$ cat config.mk
export PLATFORM = sky130hd
export DESIGN_NAME = mult_share_arbiter
export DESIGN_NICKNAME = d
export VERILOG_FILES = /design/src/rtl/mult_share_pkg.sv /design/src/rtl/shift_add_core.sv /design/src/rtl/mult_share_arbiter.sv
export SDC_FILE = /design/constraint.sdc
export NUM_CORES = 1
export LEC_CHECK = 0
export BUFFER_PORTS_ARGS = -buffer_cell sky130_fd_sc_hd__buf_2
export CAP_MARGIN = 20
export CORE_ASPECT_RATIO = 1.2
export CORE_MARGIN = 5
export CORE_UTILIZATION = 60
export CTS_CLUSTER_DIAMETER = 60
export DETAILED_ROUTE_END_ITERATION = 8
export PLACE_DENSITY = 0.9
export SLEW_MARGIN = 30
export SYNTH_ARGS = -nofsm -noshare
export SYNTH_HDL_FRONTEND = slang
export SYNTH_HIERARCHICAL = 1
export SYNTH_SLANG_ARGS = --single-unit
$ cat constraint.sdc
create_clock -name clk -period 6.5 [get_ports clk]
set_input_delay 1.95 -clock clk [delete_from_list [all_inputs] [get_ports clk]]
set_output_delay 1.95 -clock clk [all_outputs]
set_load 0.05 [all_outputs]
$ cat src/rtl/mult_share_pkg.sv
// Shared types for the two-requester multiplier arbiter.
// Optional build macro MULT_EARLY_TERM_EN (used by shift_add_core) enables
// early termination once no set multiplicand bits remain.
package mult_share_pkg;

  localparam int DEFAULT_WIDTH = 6;

  typedef enum logic [1:0] {
    IDLE = 2'd0,
    RUN  = 2'd1,
    DONE = 2'd2
  } state_t;

  // Index of a requester; two requesters share the engine.
  typedef logic req_id_t;

endpackage

$ cat src/rtl/shift_add_core.sv
// Unsigned shift-add multiplier datapath: one partial product per clock.
// A start pulse loads a and b; done pulses on the final iteration, after
// which product holds the result until the next start.
// With MULT_EARLY_TERM_EN defined, the run ends as soon as no set bits of a
// remain above the current position; otherwise it always takes WIDTH cycles.
module shift_add_core
  import mult_share_pkg::*;
#(
  parameter int WIDTH = DEFAULT_WIDTH
) (
  input  logic               clk,
  input  logic               rst,
  input  logic               start,
  input  logic [WIDTH-1:0]   a,
  input  logic [WIDTH-1:0]   b,
  output logic               busy,
  output logic               done,
  output logic [2*WIDTH-1:0] product
);

  localparam int CW = $clog2(WIDTH + 1);

  logic               running_q;
  logic [CW-1:0]      count_q;
  logic [WIDTH-1:0]   a_q;
  logic [WIDTH-1:0]   b_q;
  logic [2*WIDTH-1:0] acc_q;
  logic               last_iter;

  // Decide whether the current iteration is the final one.
  always_comb begin
    // NOTE: every always_comb output gets a default first so no latch is inferred.
    last_iter = (count_q == CW'(WIDTH - 1));
`ifdef MULT_EARLY_TERM_EN
    if ((a_q >> (count_q + 1'b1)) == '0) last_iter = 1'b1;
`endif
  end

  // Counter, operand and accumulator registers.
  always_ff @(posedge clk) begin
    // NOTE: reset is synchronous active-low, so it lives inside the clocked branch.
    if (!rst) begin
      running_q <= 1'b0;
      count_q   <= '0;
      a_q       <= '0;
      b_q       <= '0;
      acc_q     <= '0;
    end else if (start) begin
      // NOTE: sequential state uses non-blocking assignments only.
      running_q <= 1'b1;
      count_q   <= '0;
      a_q       <= a;
      b_q       <= b;
      acc_q     <= '0;
    end else if (running_q) begin
      if (a_q[count_q]) acc_q <= acc_q + ({{WIDTH{1'b0}}, b_q} << count_q);
      count_q <= count_q + 1'b1;
      if (last_iter) running_q <= 1'b0;
    end
  end

  assign busy    = running_q;
  assign done    = running_q && last_iter;
  assign product = acc_q;

endmodule

$ cat src/rtl/mult_share_arbiter.sv
// Round-robin arbiter sharing one shift_add_core between two requesters.
// IDLE grants combinationally, RUN waits for the core, DONE holds the
// response until the consumer takes it. Build macro MULT_EARLY_TERM_EN
// shortens RUN for small multiplicands (handled inside shift_add_core).
module mult_share_arbiter
  import mult_share_pkg::*;
#(
  parameter int WIDTH = DEFAULT_WIDTH
) (
  input  logic               clk,
  input  logic               rst,
  input  logic [1:0]         req_valid,
  output logic [1:0]         req_ready,
  input  logic [2*WIDTH-1:0] req_a,
  input  logic [2*WIDTH-1:0] req_b,
  output logic               resp_valid,
  input  logic               resp_ready,
  output logic               resp_id,
  output logic [2*WIDTH-1:0] resp_product,
  output logic               busy
);

  state_t             state_q, state_d;
  req_id_t            rr_ptr_q, id_q, grant_id;
  logic               grant_vld;
  logic [WIDTH-1:0]   sel_a, sel_b;
  logic               core_busy, core_done;
  logic [2*WIDTH-1:0] core_product;

  // Round-robin grant: the pointed-to requester first, then the other one.
  always_comb begin
    grant_vld = 1'b0;
    grant_id  = rr_ptr_q;
    if (rst && state_q == IDLE) begin
      if (req_valid[rr_ptr_q]) begin
        grant_vld = 1'b1;
      end else if (req_valid[~rr_ptr_q]) begin
        grant_vld = 1'b1;
        grant_id  = ~rr_ptr_q;
      end
    end
  end

  assign sel_a = grant_id ? req_a[2*WIDTH-1:WIDTH] : req_a[WIDTH-1:0];
  assign sel_b = grant_id ? req_b[2*WIDTH-1:WIDTH] : req_b[WIDTH-1:0];

  shift_add_core #(.WIDTH(WIDTH)) u_core (
    .clk     (clk),
    .rst     (rst),
    .start   (grant_vld),
    .a       (sel_a),
    .b       (sel_b),
    .busy    (core_busy),
    .done    (core_done),
    .product (core_product)
  );

  // State register.
  always_ff @(posedge clk) begin
    if (!rst) state_q <= IDLE;
    else      state_q <= state_d;
  end

  // Next-state logic; RUN also falls through if the core idles without a done pulse.
  always_comb begin
    state_d = state_q;
    unique case (state_q)
      IDLE:    if (grant_vld) state_d = RUN;
      RUN:     if (core_done || !core_busy) state_d = DONE;
      DONE:    if (resp_ready) state_d = IDLE;
      default: state_d = IDLE;
    endcase
  end

  // Round-robin pointer and owner of the job in flight, updated at grant.
  always_ff @(posedge clk) begin
    if (!rst) begin
      rr_ptr_q <= 1'b0;
      id_q     <= 1'b0;
    end else if (grant_vld) begin
      rr_ptr_q <= ~grant_id;
      id_q     <= grant_id;
    end
  end

  // Outputs decoded from state; the response is presented only in DONE.
  always_comb begin
    req_ready    = '0;
    busy         = (state_q != IDLE);
    resp_valid   = (state_q == DONE);
    resp_id      = 1'b0;
    resp_product = '0;
    if (grant_vld) req_ready[grant_id] = 1'b1;
    if (state_q == DONE) begin
      resp_id      = id_q;
      resp_product = core_product;
    end
  end

endmodule

==> run_results.csv, run 1 <==
group,metric,value,unit
worst_setup_path,rr_worst_depth,11,
placement,dp_hpwl,3920,um
drt,vias,2069,
grt,overflow,0,
floorplanning,fp.dieH,78.4,um
synth,async_reset_ff_share,0,%
timing,max_slew.worst_pin.slew,0.738,ns
floorplanning,start_util,63.3,%
timing,max_slew_margin,50.8,%
grt,grt_pass1_vias,1991,
timing,min_period,4.98,ns
worst_setup_path,critical_path_class,"in -> out",
cts,cts_hold_buf,0,
drt,drc,0,
synth,synth_edf_count,0,
final_layout,fin_area,0.00268,mm^2
cts,clk_pin_slew,0.07,ns
placement,portBuffers,45,
worst_setup_path,worst_setup_path_end_kind,"output port",
timing,setup_violations,0,
floorplanning,core,0.00369,mm^2
worst_setup_path,cp.arrival,3.03,ns
drt,ant_nets,0,
timing,skew,0.00695,ns
cts,insertion_delay,0.28,ns
worst_setup_path,startpoint_type,"input port",
timing,final.period_utilization,76.7,%
power_and_ir_drop,ir_drop,161,uV
drt,viasPerCell,5.75,
synth,avgSynthCellArea,8.76,um^2
synth,ys_ff_latch,32,
cts,clock_sinks,32,
worst_setup_path,cp.required,4.55,ns
timing,grt_setup_unrepaired,"no",
synth,synth_fp_nets,310,
cts,cts_tree,"done",
floorplanning,row_count,24,
synth,synth_area,0.00234,mm^2
hold_path,hold_class,"reg -> reg",
placement,place_ws,1.53,ns
final_layout,drive_gt1_share,24.7,%
worst_setup_path,cp_max_fo,18,
cts,clock_path_buffers,2,
synth,synth_flop_cell,"dfxtp_1",
grt,antenna_found_initial,0,
power_and_ir_drop,finalPower,0.553,mW
final_layout,diodes,0,
timing,report.final.slew_viol_count,0,
outcome,status,"complete, no violations",
cts,post_cts_resized,0,
drt,drtIter0Drc,140,
timing,setup_ws,1.52,ns
cts,cts_max_level,2,
cts,root_buffer,"clkbuf_8",
placement,placed_area,0.00255,mm^2
timing,clock.fmax,0.201,GHz
final_layout,nets,350,
cts,cts_buffers,5,
timing,hold_viol_final,0,
cts,postCtsSetupBuffers,0,
drt,dr.pass1.iters,4,
synth,yosys_warnings,6,
drt,wl_per_cell,14.5,um
power_and_ir_drop,power.density,207,mW/mm^2
hold_path,hold_depth,2,
grt,grt_pass1_wl,8810,um
grt,grt_start_max_net_pins,24,
synth,syn_inst,267,
floorplanning,die_area,0.00525,mm^2
grt,grt_usage,21.3,%
floorplanning,num_io_pins,46,
drt,routed_wl,5240,um
synth,synth_cell_types,45,
placement,gp_congestion,0.918,
final_layout,area_delta_synth_final,14.4,%
power_and_ir_drop,p_leak,1.24,nW
floorplanning,die_x,67.0,um
timing,setup_tns,0,ns
synth,synth_seq_area_share,27.4,%
run,maxCapViolations,0,
## final timing paths
kind                                        start                         endpoint  slack, ns
setup reg to reg   u_core/count_q[1]$_SDFFE_PP0P_  u_core/product[10]$_SDFFE_PP0P_       3.29
hold reg to reg   u_core/product[11]$_SDFFE_PP0P_  u_core/product[11]$_SDFFE_PP0P_       0.46
hold / removal    u_core/product[11]$_SDFFE_PP0P_  u_core/product[11]$_SDFFE_PP0P_       0.46
setup / recovery                              rst                     req_ready[1]       1.52
## layout by cell type, fill, tap and decap left out, types with 2 or more instances in the layout
master	n
o22ai_1	2
nor3_1	7
nand3_1	5
and3_1	4
dfxtp_1	32
nor2b_1	15
a21o_1	4
ha_1	13
xnor2_1	5
a211oi_1	4
nand2b_1	4
a31oi_1	3
mux2_2	7
mux2_4	10
inv_1	8
o21a_1	2
o21ai_0	8
and2_1	14
o21bai_1	2
nand4_1	3
nor2_1	28
buf_2	45
a21oi_1	15
mux2i_1	22
nand2_1	19
a211o_1	2
clkbuf_8	7
## where the power goes
part           total (mW)  switching [mW]  internal, mW
Clock               0.209          0.0734         0.135
Sequential          0.223          0.0159         0.207
Combinational       0.121          0.0643        0.0571
Total               0.553           0.154         0.400
## area by class of cell
class	instances	area, um^2
Inverter	8	30.0
Timing Repair Buffer	46	233
Multi-Input combinational cell	214	1580
Clock buffer	7	96.3
Clock inverter	1	30.0
Sequential cell	32	641
Fill cell	296	1020
Tap cell	52	65.1
## metrics by stage
step                util, %  hold WS (ns)  instances
floorplan                 -         0.438        267
global placement       69.0         0.450        352
detailed placement     69.0         0.461        352
CTS                    72.4         0.471        360
global route           72.4         0.502        360
finish                 72.4         0.463        360
## worst max-delay path, cell delays in order
cell	delay, ns
buf_2	0.23
or3b_4	0.45
nor2_1	0.12
buf_2	0.27
## kinds of logic (layout without fill, tap and decap cells)
logic type | Yosys count | after routing | share of synthesized area (%)
mux | 40 | 40 | 20.2
compound gates | 51 | 51 | 15.1
fa+ha+maj | 14 | 14 | 7.81
buf+inv | 21 | 62 | 5.03
xor+xnor | 5 | 5 | 1.87
simple gates | 104 | 104 | 22.6
flops | 32 | 32 | 27.4
## layer usage
layer	track usage, %	wire [um]	up-vias
met4	9.74	136	0
li1	-	-	1027
met5	0	0	-
met1	23.8	2170	955
met2	38.5	2650	75
met3	3.71	273	12
## cell usage after synthesis, types with 2 or more instances
master / count / share of area (%)
a211o_1: 2 / 0.75
a211oi_1: 4 / 1.3
a21o_1: 4 / 1.3
a21oi_1: 15 / 3.2
a31oi_1: 3 / 0.80
and2_1: 14 / 3.7
and3_1: 4 / 1.1
buf_1: 2 / 0.32
buf_6: 3 / 1.4
clkbuf_1: 7 / 1.1
dfxtp_1: 32 / 27
ha_1: 13 / 7.0
inv_1: 8 / 1.3
mux2_2: 7 / 3.4
mux2_4: 10 / 6.4
mux2i_1: 22 / 9.4
nand2_1: 19 / 3.0
nand2b_1: 4 / 1.1
nand3_1: 5 / 1.1
nand4_1: 3 / 0.80
nor2_1: 28 / 4.5
nor2b_1: 15 / 4.0
nor3_1: 7 / 1.5
o21a_1: 2 / 0.64
o21ai_0: 8 / 1.7
o21bai_1: 2 / 0.64
o22ai_1: 2 / 0.53
xnor2_1: 5 / 1.9
## registers in the layout (all words and copies together), names as in the netlist
| name | count |
|---|---|
| u_core/b_q | 6 |
| u_core/product | 12 |
| u_core/busy | 1 |
| u_core/a_q | 6 |
| u_core/count_q | 3 |
| rr_ptr_q | 1 |
| state_q | 2 |
| id_q | 1 |
No activity file was read; power rests on OpenSTA's default activity.
==> run 2: changes to the inputs <==
CORE_UTILIZATION = 50   (was 60)
PLACE_DENSITY = 0.8   (was 0.9)
clock period = 4.25 ns   (was 6.5 ns; I/O delays follow)
==> run_results.csv, run 2 (same netlist as run 1, synthesis figures left out) <==
group,metric,value,unit
cts,clock_path_buffers,2,
final_layout,diodes,0,
floorplanning,row_count,27,
cts,clock_sinks,32,
final_layout,nets,351,
grt,antenna_found_initial,0,
placement,portBuffers,45,
outcome,status,"complete, no violations",
power_and_ir_drop,power.density,303,mW/mm^2
power_and_ir_drop,ir_drop,253,uV
final_layout,area_delta_synth_final,14.2,%
placement,gp_congestion,0.895,
floorplanning,start_util,51.3,%
drt,wl_per_cell,13.3,um
cts,cts_max_level,2,
floorplanning,num_io_pins,46,
grt,grt_pass1_wl,8560,um
power_and_ir_drop,p_leak,1.23,nW
grt,grt_start_max_net_pins,24,
timing,report.final.slew_viol_count,0,
final_layout,final_common_cell,"buf_2",
floorplanning,die_x,72.4,um
final_layout,fin_util,58.6,%
drt,drc,0,
drt,dr.pass1.iters,4,
worst_setup_path,startpoint,"rst",
final_layout,multi_input_area,0.00158,mm^2
floorplanning,fp.dieH,84.9,um
cts,postCtsSetupBuffers,0,
final_layout,layout_common_cells,"45 x buf_2, 32 x dfxtp_1, 28 x nor2_1, 22 x mux2i_1, 19 x nand2_1",
timing,setup_ws,0.647,ns
timing,grt_setup_unrepaired,"no",
drt,vias,1986,
power_and_ir_drop,combinationalPowerShare,22.4,%
timing,max_slew.worst_pin.slew,0.752,ns
timing,setup_tns,0,ns
hold_path,hold_class,"reg -> reg",
drt,viasPerCell,5.41,
cts,insertion_delay,0.29,ns
grt,grt_usage,16.8,%
drt,drtIter0Drc,134,
placement,place_ws,0.649,ns
floorplanning,core,0.00456,mm^2
floorplanning,die_area,0.00615,mm^2
final_layout,regArea,641,um^2
drt,routed_wl,4880,um
worst_setup_path,crit_end,"req_ready[1]",
power_and_ir_drop,p_sw_share,28.4,%
worst_setup_path,startpoint_type,"input port",
timing,setup_violations,0,
cts,root_buffer,"clkbuf_8",
worst_setup_path,cp.required,2.97,ns
cts,cts_hold_buf,0,
worst_setup_path,cp.arrival,2.33,ns
worst_setup_path,critical_path_class,"in -> out",
placement,dp_hpwl,3730,um
grt,overflow,0,
timing,hold_viol_final,0,
power_and_ir_drop,intPower,0.579,mW
worst_setup_path,worst_setup_path_end_kind,"output port",
drt,ant_nets,0,
worst_setup_path,r2r_end,"u_core/product[10]$_SDFFE_PP0P_",
timing,skew,0.00912,ns
power_and_ir_drop,pwr-share-seq,42.1,%
cts,clk_pin_slew,0.07,ns
timing,clock.fmax,0.278,GHz
grt,grt_pass1_vias,1996,
power_and_ir_drop,p_clk_share,35.5,%
timing,final.period_utilization,84.8,%
final_layout,drive_gt1_share,24.6,%
cts,cts_buffers,5,
power_and_ir_drop,switching_power,0.230,mW
worst_setup_path,rr_worst_depth,11,
worst_setup_path,cp_max_fo,18,
cts,cts_tree,"done",
timing,min_period,3.60,ns
timing,max_slew_margin,49.8,%
final_layout,fillerInstances,441,
final_layout,largest_register_ffs,12,
cts,post_cts_resized,0,
run,maxCapViolations,0,
worst_setup_path,rrSetupSlack,1.07,ns
worst_setup_path,rr_startpoint,"u_core/count_q[1]$_SDFFE_PP0P_",
-- run 2: changes by cell type in the layout (fill, tap and decap cells not counted), sizes merged --
cell,change
buf,+1
clkinv,+1
clkbuf,-1
-- run 2: worst min path at each step --
stage                                           end  cells past startpoint  slack (ns)                            start
CTS                 u_core/product[11]$_SDFFE_PP0P_                      2        0.48  u_core/product[11]$_SDFFE_PP0P_
floorplan           u_core/product[11]$_SDFFE_PP0P_                      2        0.44  u_core/product[11]$_SDFFE_PP0P_
global route        u_core/product[11]$_SDFFE_PP0P_                      2        0.50  u_core/product[11]$_SDFFE_PP0P_
detailed placement  u_core/product[11]$_SDFFE_PP0P_                      2        0.46  u_core/product[11]$_SDFFE_PP0P_
finish              u_core/product[11]$_SDFFE_PP0P_                      2        0.49  u_core/product[11]$_SDFFE_PP0P_
global placement    u_core/product[11]$_SDFFE_PP0P_                      2        0.45  u_core/product[11]$_SDFFE_PP0P_
-- run 2: power groups by stage --
stage / logic [mW] / clock network [mW] / registers, mW
floorplan: 0.157 / 0 / 0.334
global placement: 0.177 / 0 / 0.346
detailed placement: 0.182 / 0 / 0.348
CTS: 0.183 / 0.296 / 0.341
global route: 0.202 / 0.308 / 0.345
finish: 0.181 / 0.287 / 0.341
-- run 2: area by class of cell --
| class | instances | share of cell area [%] |
|---|---|---|
| multi-input cells | 214 | 59.2 |
| flip-flops and latches | 32 | 24.0 |
| repair buffers | 47 | 8.99 |
| clock buffers | 6 | 2.72 |
| well taps | 58 | 2.72 |
| clock inverters | 2 | 1.31 |
| inverters | 8 | 1.12 |
-- run 2: stage by stage --
step | cells | power [mW] | instance area (um^2) | hold WS (ns)
6_report | 367 | 0.809 | 2670 | 0.488
5_1_grt | 367 | 0.855 | 2670 | 0.499
4_1_cts | 367 | 0.820 | 2670 | 0.481
3_5_place_dp | 359 | 0.529 | 2560 | 0.465
3_3_place_gp | 359 | 0.523 | 2560 | 0.452
2_1_floorplan | 267 | 0.491 | 2340 | 0.438
-- run 2: per-layer routing --
layer	track usage, %	vias up	routed length (um)
met2	29.7	42	2430
met4	6.54	0	74
met3	3.44	6	217
met1	19.7	914	2150
met5	0	-	0
li1	-	1024	-
-- run 2: critical path: stages --
cell and delay, ns:
buf_2 0.23, or3b_4 0.45, nor2_1 0.11, buf_2 0.26
